--- src/rtl/hansen_mem_arbiter.sv ---
// Two-requester (core, PCIe) arbiter for a single-port synchronous RAM.
// Optional core anti-starvation counter enabled by defining HANSEN_ARB_STARVE_EN.
module hansen_mem_arbiter #(
    parameter int unsigned STARVE_LIMIT = 4
) (
    input  logic        clk,
    input  logic        reset,

    input  logic        core_req,
    input  logic [31:0] core_addr,
    input  logic [31:0] core_wdata,
    input  logic        core_we,
    output logic        core_gnt,
    output logic        core_rvalid,
    output logic [31:0] core_rdata,

    input  logic        pcie_req,
    input  logic [31:0] pcie_addr,
    input  logic [31:0] pcie_wdata,
    input  logic        pcie_we,
    output logic        pcie_gnt,
    output logic        pcie_rvalid,
    output logic [31:0] pcie_rdata,

    output logic [31:0] ram_addr,
    output logic [31:0] ram_wdata,
    output logic        ram_we,
    input  logic [31:0] ram_rdata
);

    typedef enum logic [1:0] {
        TAG_NONE = 2'b00,
        TAG_CORE = 2'b01,
        TAG_PCIE = 2'b10
    } read_tag_t;

    read_tag_t read_tag;
    logic      core_first;

`ifdef HANSEN_ARB_STARVE_EN
    localparam logic [3:0] LIMIT = 4'(STARVE_LIMIT);

    logic [3:0] starve_cnt;

    always_ff @(posedge clk or posedge reset) begin
        if (reset) begin
            starve_cnt <= '0;
        end else if (!core_req || core_gnt) begin
            starve_cnt <= '0;
        end else if (starve_cnt != 4'hF) begin
            starve_cnt <= starve_cnt + 4'd1;
        end
    end

    assign core_first = (starve_cnt >= LIMIT);
`else
    assign core_first = 1'b0;
`endif

    // Grants are masked during reset so no RAM access can start then.
    always_comb begin
        core_gnt = 1'b0;
        pcie_gnt = 1'b0;
        if (!reset) begin
            if (core_req && (!pcie_req || core_first)) begin
                core_gnt = 1'b1;
            end else if (pcie_req) begin
                pcie_gnt = 1'b1;
            end
        end
    end

    always_comb begin
        ram_addr  = core_addr;
        ram_wdata = core_wdata;
        ram_we    = 1'b0;
        if (pcie_gnt) begin
            ram_addr  = pcie_addr;
            ram_wdata = pcie_wdata;
            ram_we    = pcie_we;
        end else if (core_gnt) begin
            ram_we    = core_we;
        end
    end

    always_ff @(posedge clk or posedge reset) begin
        if (reset) begin
            read_tag <= TAG_NONE;
        end else if (core_gnt && !core_we) begin
            read_tag <= TAG_CORE;
        end else if (pcie_gnt && !pcie_we) begin
            read_tag <= TAG_PCIE;
        end else begin
            read_tag <= TAG_NONE;
        end
    end

    // The tag is the registered state; rvalid is a direct decode of it.
    assign core_rvalid = (read_tag == TAG_CORE);
    assign pcie_rvalid = (read_tag == TAG_PCIE);
    assign core_rdata  = ram_rdata;
    assign pcie_rdata  = ram_rdata;

    grant_onehot: assert property (@(posedge clk) disable iff (reset)
        !(core_gnt && pcie_gnt));

endmodule
--- config.mk ---
export PLATFORM = sky130hd
export DESIGN_NAME = hansen_mem_arbiter
export DESIGN_NICKNAME = d
export VERILOG_FILES = /design/src/rtl/hansen_mem_arbiter.sv
export SDC_FILE = /design/constraint.sdc
export NUM_CORES = 1
export LEC_CHECK = 0
export CAP_MARGIN = 20
export CORE_AREA = 2 2 116 118
export DETAILED_ROUTE_END_ITERATION = 16
export DIE_AREA = 0 0 118 120
export SYNTH_ARGS = -nofsm -noshare
export SYNTH_HDL_FRONTEND = slang
export SYNTH_SLANG_ARGS = --single-unit
--- constraint.sdc ---
create_clock -name clk -period 1.4 [get_ports clk]
set_input_delay 0.14 -clock clk [delete_from_list [all_inputs] [get_ports clk]]
set_output_delay 0.14 -clock clk [all_outputs]
set_load 0.01 [all_outputs]
==> impl_metrics.toml <==
[run_status]
status = "finished with violations"
violations = "setup timing"

[worst_setup_path]
cp-start-kind = "primary input"
end_kind = "primary output"
crit_type = "primary input to primary output"
cp_max_fo = 4
crit_top_cell = "buf_6"
arrival_ns = 1.40
crit_chain = "buf_6, nand2b_4, buf_12, buf_12, buf_12, buf_6, buf_6, mux2_4, buf_6"
required_ns = 1.26
slowest_delay_ns = 0.29
cp_slowest_cell = "mux2_4"

[finish]
stdcell_count = 481
largestRegisters = "read_tag: 2 flops"
final_cell_mix = "clkdlybuf4s50_1 (131), mux2_4 (39), buf_2 (36), buf_6 (28), mux2_2 (25)"
fin_nets = 473
area_delta_synth_final_pct = 129
drive_above_1_share_pct = 51.1
fin_util_pct = 27.2
top_register = "read_tag"
fin_area_mm2 = 0.00354
layout_commonest_cell = "clkdlybuf4s50_1"
largest_reg_flops = 2
diodes = 0

[sta]
hold_viol_final = 0
tns_ns = -0.507
worst_slack_ns = -0.138
max_freq_ghz = 0.650
drv_slew = 0
finalCritPeriodShare_pct = 110
post-route-min-period_ns = 1.54
tightest_slew_ns = 0.163
slew_headroom_pct = 89.1
finalSetupViolations = 13
rsz0062_at_grt = "yes"

[placement]
gp_congestion = 0.752
dp_hpwl_um = 5460
dp.cells = 458
place_area_mm2 = 0.00328
io_buffers = 202

[floorplan]
row_count = 42
dieArea_mm2 = 0.0142
pin_count = 299
die_w_um = 118
die_y_um = 120
core_area_mm2 = 0.0130
start_util_pct = 11.9

[yosys]
synthCells = 147
synth_largest_area_cell = "mux2_4"
synth.net_count = 313
yosys_register_bits = 2
netlist.area_leader.share_pct = 36.9
yosysWarnings = 0
async_reset_ff_share_pct = 100
synth_area_leaders = "mux2_4 (37%), buf_4 (31%), mux2_2 (19%)"
syn_area_mm2 = 0.00155
synth-edff-count = 0
yosysSeqAreaShare_pct = 3.24
yosysUniqueCellTypes = 15
avgSynthCellArea_um2 = 10.5
synth-main-ff-cell = "dfrtp_1"

[pwr]
p_comb_share_pct = 69.5
ir_drop_mv = 0.247
netSwitchingPower_uw = 399
internal_power_uw = 1200
netSwitchingFraction_pct = 25.0
pwr-share-seq_pct = 3.8
powerDensity_mw_per_mm2 = 452
leakagePower_uw = 0.00162
pwr-share-clk_pct = 26.7

[clock_network]
path_clk_slew_ns = 0.03
clock-sinks = 2
clock_path_buffers = 2
cts_tree = "done"
root_buffer = "clkbuf_16"
cts_buffers = 3
holdBufCountCts = 0
htreeDepth = 1

[detailed_routing]
dr_wl_met2_um = 3780
top_layer_used = "met4"
ant_nets = 0
vias_per_cell = 3.40
routed_wl_um = 7220
wl_met1_um = 2700
wl_met3_um = 701
remaining_drc_errors = 0
wl_per_cell_um = 15.0
vias = 1635
drt_iter0_drc = 7
first_pass_iters = 4

[grt]
antenna_found_initial = 0
grt_max_degree = 16
globalRouteOverflowTotal = 0
grt_usage_pct = 9.41
grt_pass1_vias = 1755
grt_first_pass_wirelength_um = 10400

[min_path]
hp-class = "primary input to async pin"

[flow_run]
maxCapViolCount = 0
stage by stage:
stage          power [uW]  hold slack [ns]  setup WS (ns)
4_1_cts              1580           0.0155         -0.156
3_5_place_dp         1130            0.280         -0.654
5_1_grt              1680           0.0321         -0.167
6_report             1600           0.0225         -0.138
2_1_floorplan         623           -0.119          0.388
3_3_place_gp         1120            0.280         -0.657
cells by family (layout without fill, tap and decap cells):
| logic type | after synthesis | count (layout) | share of synthesized area, % |
|---|---|---|---|
| compound gates | 1 | 1 | 0.648 |
| buf+inv | 73 | 231 | 37.2 |
| flops | 2 | 2 | 3.24 |
| mux | 64 | 64 | 55.9 |
| simple gates | 7 | 7 | 3.08 |
critical path: cells and delay by family:
family / cells / cell delay, ns
and+or+nand+nor: 1 / 0.16
muxes: 1 / 0.29
buffers and inverters: 7 / 0.79
cell usage after synthesis (2+ instances only):
| library cell | count |
|---|---|
| mux2_2 | 26 |
| buf_2 | 2 |
| buf_4 | 64 |
| dfrtp_1 | 2 |
| buf_8 | 3 |
| mux2_4 | 38 |
| nor2_1 | 2 |
| nor2b_1 | 3 |
power by group through the flow:
stage | sequential [uW] | combinational, uW | clock (uW)
after CTS | 61.0 | 1080 | 436
after global placement | 61.6 | 1060 | 0
after detailed placement | 61.6 | 1070 | 0
after global routing | 61.2 | 1180 | 443
after floorplan | 61.3 | 561 | 0
final | 61.0 | 1110 | 426
final timing paths:
| kind | startpoint | to | slack, ns |
|---|---|---|---|
| max in group asynchronous | reset | read_tag[1] | 1.27 |
| min in group clk | ram_rdata[1] | core_rdata[1] | 0.28 |
| setup / recovery | reset | ram_wdata[6] | -0.14 |
| hold / removal | reset | read_tag[0] | 0.02 |
routing by layer:
layer | vias to the layer above | track usage, %
li1 | 758 | -
met1 | 748 | 10.4
met2 | 125 | 17.0
met3 | 4 | 4.09
met4 | 0 | 1.28
met5 | - | 0
what timing repair did:
action                                  in CTS  in global routing
pin swaps                                    0                  0
resized for setup                          274                 30
endpoints found under the setup margin      69                 30
buffers inserted                            14                  2
cloned                                       4                  1
area by class of cell:
class / instances / area (um2)
well taps: 176 / 220
clock buffers: 3 / 75.1
flip-flops and latches: 2 / 50.0
multi-input cells: 72 / 930
fillers: 1399 / 9440
repair buffers: 226 / 2250
inverters: 2 / 7.51
(Power assumes the default switching activity.)
